--- config.mk ---
export PLATFORM = sky130hd
export DESIGN_NAME = sdff_led_reg
export DESIGN_NICKNAME = d
export VERILOG_FILES = /design/src/rtl/sdff_led_reg.sv
export SDC_FILE = /design/constraint.sdc
export NUM_CORES = 1
export LEC_CHECK = 0
export ABC_CLOCK_PERIOD_IN_PS = 2150
export BUFFER_PORTS_ARGS = -buffer_cell sky130_fd_sc_hd__buf_2
export CAP_MARGIN = 5
export CORE_AREA = 10 10 48 50
export DETAILED_ROUTE_END_ITERATION = 7
export DIE_AREA = 0 0 58 60
export PLACE_DENSITY = 0.78
export REMOVE_ABC_BUFFERS = 1
export SLEW_MARGIN = 20
export SYNTH_ARGS = -nofsm -noshare
export SYNTH_HDL_FRONTEND = slang
export SYNTH_SLANG_ARGS = --single-unit
--- constraint.sdc ---
create_clock -name clk_i -period 2.15 [get_ports clk_i]
set_input_delay 0.215 -clock clk_i [delete_from_list [all_inputs] [get_ports clk_i]]
set_output_delay 0.215 -clock clk_i [all_outputs]
set_load 0.03 [all_outputs]
--- src/rtl/sdff_led_reg.sv ---
// Scannable register bank with per-bit LED drive: scan-muxed D flops chained LSB->MSB,
// load enable, synchronous reset to RESET_VALUE, and SHOW/OFF/LAMP/BLINK LED modes.
module sdff_led_reg #(
  parameter int               WIDTH       = 8,
  parameter logic [WIDTH-1:0] RESET_VALUE = '0,
  parameter int               BLINK_DIV   = 4
) (
  input  logic             clk_i,
  input  logic             rst_i,
  input  logic             scan_en_i,
  input  logic             scan_d_i,
  input  logic             en_i,
  input  logic [WIDTH-1:0] d_i,
  input  logic [1:0]       led_mode_i,
  output logic [WIDTH-1:0] q_o,
  output logic             scan_q_o,
  output logic [WIDTH-1:0] led_o
);

  localparam logic [1:0] LED_SHOW  = 2'b00;
  localparam logic [1:0] LED_OFF   = 2'b01;
  localparam logic [1:0] LED_LAMP  = 2'b10;
  localparam logic [1:0] LED_BLINK = 2'b11;

  logic [WIDTH-1:0]     q;
  logic [WIDTH-1:0]     shift_nxt;
  logic [BLINK_DIV-1:0] div;
  logic                 blink;

  // A one-bit chain has nothing to shift up; the scan input simply replaces the bit.
  generate
    if (WIDTH == 1) begin : g_shift_one
      assign shift_nxt = scan_d_i;
    end else begin : g_shift_chain
      assign shift_nxt = {q[WIDTH-2:0], scan_d_i};
    end
  endgenerate

  always_ff @(posedge clk_i) begin
    if (rst_i) begin
      q <= RESET_VALUE;
    end else if (scan_en_i) begin
      q <= shift_nxt;
    end else if (en_i) begin
      q <= d_i;
    end
  end

  // Free-running prescaler; its MSB gives a 50 % duty blink.
  always_ff @(posedge clk_i) begin
    if (rst_i) begin
      div <= '0;
    end else begin
      div <= div + BLINK_DIV'(1);
    end
  end

  assign blink = div[BLINK_DIV-1];

  always_comb begin
    led_o = q;
    case (led_mode_i)
      LED_SHOW:  led_o = q;
      LED_OFF:   led_o = '0;
      LED_LAMP:  led_o = '1;
      LED_BLINK: led_o = q & {WIDTH{blink}};
      default:   led_o = q;
    endcase
  end

  assign q_o      = q;
  assign scan_q_o = q[WIDTH-1];

endmodule

==> impl_metrics.env, run 1 <==
export IMPL_outcome="finished, final reports clean"
export IMPL_crit_fanout=8
export IMPL_grt_max_degree=14
export IMPL_critPathArrivalTime_ns=1.14
export IMPL_ios=32
export IMPL_cts_resized=0
export IMPL_synth_seq_cells=12
export IMPL_wl_per_cell_um=13.5
export IMPL_cts_buffers=3
export IMPL_die_w_um=58
export IMPL_min_period_ns=1.36
export IMPL_min_period_over_period=0.631
export IMPL_worst_pin_slew_ns=0.242
export IMPL_synth_top_family_by_area="compound AO/OA/AOI/OAI gates"
export IMPL_initial_core_util=0.432
export IMPL_drive_gt1_frac=0.378
export IMPL_drcViolationCount=0
export IMPL_max_stage_delay_ns=0.33
export IMPL_place_ws_ns=1.07
export IMPL_start_kind="flip-flop"
export IMPL_root_buffer="clkbuf_4"
export IMPL_coreArea_um2=1440
export IMPL_antenna_found_initial=0
export IMPL_yosysSeqAreaShare=0.387
export IMPL_crit_slowest_cell="dfxtp_1"
export IMPL_ys_warn_count=0
export IMPL_synth_compound_area_frac=0.179
export IMPL_critPathBufInv=1
export IMPL_cts_sinks=12
export IMPL_report_final_slew_viol_count=0
export IMPL_num_antenna_cells=0
export IMPL_synth_simple_area_share=0.149
export IMPL_clkTransAtPathRegs_ns=0.07
export IMPL_grt_pass1_vias=538
export IMPL_postCtsSetupBuffers=0
export IMPL_final_setup_skew_ns=0.00412
export IMPL_finalWorstSetupSlack_ns=0.793
export IMPL_grt_util_all_layers=0.0919
export IMPL_syn_inst=67
export IMPL_cts_buffer_depth=2
export IMPL_layout_area_overhead_vs_synth_pct=27.0
export IMPL_synth_xor_area_frac=0.0141
export IMPL_overflow=0
export IMPL_fp_dieArea_um2=3480
export IMPL_finalHoldViolCount=0
export IMPL_cts_tree="done"
export IMPL_drv_cap=0
export IMPL_rsz0062_at_grt="false"
export IMPL_leakage_uw=0.000403
export IMPL_path_cells="a21boi_2 -> o21ai_0 -> buf_2"
export IMPL_tns_ns=0
export IMPL_via_per_inst=4.88
export IMPL_crit_family="compound AO/OA/AOI/OAI gates"
export IMPL_num_nets_final=116
export IMPL_synthAdderAreaFrac=0.0202
export IMPL_portBuffers=31
export IMPL_grt_first_pass_wirelength_um=2590
export IMPL_ir_worst_vdd_mv=0.367
export IMPL_htree_levels=1
export IMPL_critical_path_required_ns=1.93
export IMPL_setup_violations=0
export IMPL_hpwl_um=1250
export IMPL_dieHeight_um=60
export IMPL_hold_buffers=0
export IMPL_hold_class="input pin to flip-flop"
export IMPL_min_delay_start="scan_d_i"
export IMPL_startpoint="div[3]"
export IMPL_worstReg2RegStart="q_o[1]"
export IMPL_synth_mux_area_frac=0.147
export IMPL_syn_area_per_cell_um2=9.26
export IMPL_ys_types=17
export IMPL_endpoint_kind="primary output"
export IMPL_netlist_area_um2=621
export IMPL_dr_total_vias=556
export IMPL_firstDrtPassIters=4
export IMPL_routed_wirelength_um=1540
export IMPL_clock_latency_ns=0.26
export IMPL_slew_headroom=0.838
export IMPL_clock_fmax_ghz=0.737
export IMPL_routabilityCongestion=0.749
export IMPL_drtIter0Drc=11
export IMPL_row_count=14
export IMPL_drtAntennaViolNets=0
export IMPL_power_per_cell_area_nw_per_um2=671
export IMPL_worstSetupPathType="flip-flop to primary output"
==> synth_stat cells <==
cell	n	area share
dfxtp_1	12	0.39
a211oi_1	8	0.097
inv_1	8	0.048
mux2i_1	8	0.13
o21ai_0	8	0.065
and2b_1	6	0.073
nor2b_1	4	0.040
nor2_1	3	0.018
buf_6	2	0.036
a21boi_2	1	0.018
buf_4	1	0.012
ha_1	1	0.020
inv_2	1	0.0060
mux2_2	1	0.018
nand2b_1	1	0.010
nand3_1	1	0.0081
xnor2_1	1	0.014
==> metal layers <==
| metal | wire, um | vias to the layer above | GRT usage | share of wire |
|---|---|---|---|---|
| met2 | 649 | 24 | 0.135 | 0.42 |
| met3 | 201 | 2 | 0.0445 | 0.13 |
| li1 | - | 290 | - | - |
| met5 | 0 | - | 0 | 0 |
| met4 | 25 | 0 | 0.0604 | 0.016 |
| met1 | 660 | 240 | 0.103 | 0.43 |
==> worst reg2reg max path: cells and delay by family (launching register included) <==
kind / cells / cell delay (ns)
flops: 1 / 0.37
simple gates: 1 / 0.20
compound gates: 1 / 0.20
==> cells by family (layout without fill, tap and decap cells) <==
logic type | Yosys count | count (layout)
compound gates | 17 | 17
xor+xnor | 1 | 1
fa+ha+maj | 1 | 1
buf+inv | 12 | 43
flops | 12 | 12
mux | 9 | 9
simple gates | 15 | 15
==> through the flow <==
step / hold WS, ns / instances / util / instance area, um2 / power, uW
finish: 0.253 / 114 / 0.549 / 788 / 529
global placement: 0.430 / 111 / 0.533 / 766 / 401
floorplan: 0.282 / 64 / - / 591 / 348
CTS: 0.250 / 114 / 0.549 / 788 / 534
detailed placement: 0.445 / 111 / 0.533 / 766 / 404
global route: 0.276 / 114 / 0.549 / 788 / 557
==> placed cells by master, fill, tap and decap left out <==
| cell type | n |
|---|---|
| a211oi_1 | 8 |
| a21boi_2 | 1 |
| and2b_1 | 6 |
| buf_2 | 31 |
| clkbuf_4 | 3 |
| dfxtp_1 | 12 |
| ha_1 | 1 |
| inv_1 | 8 |
| inv_2 | 1 |
| mux2_2 | 1 |
| mux2i_1 | 8 |
| nand2b_1 | 1 |
| nand3_1 | 1 |
| nor2_1 | 3 |
| nor2b_1 | 4 |
| o21ai_0 | 8 |
| xnor2_1 | 1 |
==> final cells by class <==
cell class              count  area, um2
repair buffers             31        155
clock buffers               3       22.5
flip-flops and latches     12        240
multi-input cells          43        317
well taps                  16       20.0
inverters                   9       33.8
fillers                   130        648
==> report_power, final <==
part           leakage (uW)  internal (uW)  switching [uW]
combinational      0.000290           53.0            94.2
clock             0.0000138           64.6            66.4
sequential        0.0000993            238            12.5
total              0.000403            356             173
==> registers in the layout, indices dropped and copies added, names as in the netlist <==
register,cells
div,4
q_o,8
==> final timing paths <==
check             end  slack, ns  cells past startpoint
min            q_o[0]       0.25                      3
max          led_o[3]       0.79                      3
min reg2reg    div[0]       0.45                      1
max reg2reg    q_o[2]       1.30                      2
No activity file was read; power rests on OpenSTA's default activity.
==> run 2, diff against run 1 <==
--- a/config.mk
+++ b/config.mk
@@ -5,13 +5,13 @@
 export SDC_FILE = /design/constraint.sdc
 export NUM_CORES = 1
 export LEC_CHECK = 0
-export ABC_CLOCK_PERIOD_IN_PS = 2150
+export ABC_CLOCK_PERIOD_IN_PS = 1400
 export BUFFER_PORTS_ARGS = -buffer_cell sky130_fd_sc_hd__buf_2
 export CAP_MARGIN = 5
-export CORE_AREA = 10 10 48 50
+export CORE_AREA = 10 10 49 51
 export DETAILED_ROUTE_END_ITERATION = 7
-export DIE_AREA = 0 0 58 60
-export PLACE_DENSITY = 0.78
+export DIE_AREA = 0 0 59 61
+export PLACE_DENSITY = 0.75
 export REMOVE_ABC_BUFFERS = 1
 export SLEW_MARGIN = 20
 export SYNTH_ARGS = -nofsm -noshare
==> constraint.sdc (replaced) <==
create_clock -name clk_i -period 1.4 [get_ports clk_i]
set_input_delay 0.14 -clock clk_i [delete_from_list [all_inputs] [get_ports clk_i]]
set_output_delay 0.14 -clock clk_i [all_outputs]
set_load 0.03 [all_outputs]
==> run 2 against run 1 <==
Sequential power grew 53%. Final cell count grew 0.88%. Setup slack lost 0.72 ns. Sequential cell count is the same. Critical path type unchanged. Utilization grew 0.14 points. Critical path depth is the same.
==> impl_metrics.env, run 2 (same netlist as run 1, synthesis figures left out) <==
export IMPL_ios=32
export IMPL_drtAntennaViolNets=0
export IMPL_drive_gt1_frac=0.384
export IMPL_via_per_inst=4.92
export IMPL_routabilityCongestion=0.790
export IMPL_cts_tree="done"
export IMPL_finalPower_uw=892
export IMPL_cts_buffer_depth=2
export IMPL_antenna_found_initial=0
export IMPL_ff2ff_path_depth=2
export IMPL_min_period_ns=1.33
export IMPL_clkTransAtPathRegs_ns=0.08
export IMPL_die_w_um=59
export IMPL_firstDrtPassIters=4
export IMPL_clock_fmax_ghz=0.754
export IMPL_routed_wirelength_um=1570
export IMPL_ir_worst_vdd_mv=0.570
export IMPL_min_period_over_period=0.948
export IMPL_post_route_util=0.550
export IMPL_wl_per_cell_um=13.7
export IMPL_dp_cells=111
export IMPL_root_buffer="clkbuf_4"
export IMPL_drcViolationCount=0
export IMPL_grt_pass1_vias=552
export IMPL_place_ws_ns=0.367
export IMPL_hold_buffers=0
export IMPL_dieHeight_um=61
export IMPL_layout_area_overhead_vs_synth_pct=30.4
export IMPL_finalHoldViolCount=0
export IMPL_min_path_cells=3
export IMPL_post_dp_cell_area_um2=766
export IMPL_critical_path_required_ns=1.26
export IMPL_layout_common_cells="buf_2, dfxtp_1"
export IMPL_instances_no_fill=115
export IMPL_fin_area_um2=810
export IMPL_outcome="finished, final reports clean"
export IMPL_setup_violations=0
export IMPL_crit_fanout=8
export IMPL_drtIter0Drc=5
export IMPL_overflow=0
export IMPL_num_antenna_cells=0
export IMPL_dr_total_vias=566
export IMPL_portBuffers=31
export IMPL_drv_cap=0
export IMPL_cts_sinks=12
export IMPL_grt_first_pass_wirelength_um=2500
export IMPL_rsz0062_at_grt="false"
export IMPL_power_per_cell_area_nw_per_um2=1100
export IMPL_report_final_slew_viol_count=0
export IMPL_cts_buffers=3
export IMPL_start_kind="flip-flop"
export IMPL_final_setup_skew_ns=0.00327
export IMPL_slew_headroom=0.837
export IMPL_finalWorstSetupSlack_ns=0.0729
export IMPL_layout_commonest_cell="buf_2"
export IMPL_hold_class="input pin to flip-flop"
export IMPL_hpwl_um=1210
export IMPL_fp_dieArea_um2=3600
export IMPL_row_count=14
export IMPL_fill_cells=141
export IMPL_initial_core_util=0.422
export IMPL_clock_latency_ns=0.28
export IMPL_endpoint_kind="primary output"
export IMPL_coreArea_um2=1470
export IMPL_worst_pin_slew_ns=0.245
export IMPL_leakage_uw=0.000415
export IMPL_htree_levels=1
export IMPL_grt_util_all_layers=0.0911
export IMPL_num_nets_final=116
export IMPL_grt_max_degree=14
export IMPL_critPathArrivalTime_ns=1.19
export IMPL_worstSetupPathType="flip-flop to primary output"
export IMPL_largest_register_ffs=8
[run 2: cell count changes in the layout (fill, tap and decap cells not counted), sizes merged]
cell,previous run,this run
clkbuf,3,4
[run 2: per-stage QoR]
step           hold slack (ns)  TNS [ns]
6_report                 0.153         0
5_1_grt                  0.177         0
4_1_cts                  0.149         0
3_5_place_dp             0.439         0
3_3_place_gp             0.428         0
2_1_floorplan            0.207    -0.332
[run 2: report_power, final]
part	switching, uW	total [uW]	internal (uW)	leakage [uW]
Clock	122	281	158	0.0000210
Combinational	144	226	82.5	0.000295
Sequential	19.6	385	365	0.0000993
Total	286	892	606	0.000415
[run 2: routing by layer]
metal	part of all wire	global-route usage
met1	0.45	0.0974
met2	0.42	0.131
met3	0.11	0.0459
met4	0.027	0.0787
met5	0	0
[run 2: area by class of cell]
cell class / count / area (um2) / share of cell area
inverter: 9 / 33.8 / 0.0417
timing repair buffer: 31 / 155 / 0.192
sequential: 12 / 240 / 0.297
clock buffer: 4 / 36.3 / 0.0448
multi-input combinational: 43 / 324 / 0.400
tap: 16 / 20.0 / 0.0247
[run 2: worst paths after layout]
kind | to | slack, ns | from
worst max register to register | div[3] | 0.54 | div[3]
worst max-delay path | led_o[2] | 0.07 | div[3]
worst min register to register | div[0] | 0.45 | div[0]
worst min-delay path | q_o[0] | 0.15 | scan_d_i
[run 2: critical path: stages (launching register included)]
cell and delay (ns):
dfxtp_1 0.41, a21boi_4 0.10, o21ai_0 0.17, buf_2 0.23
[run 2: repair_timing]
action,CTS,global route
buffers inserted,0,0
endpoints found under the setup margin,0,5
gates resized for setup,0,1
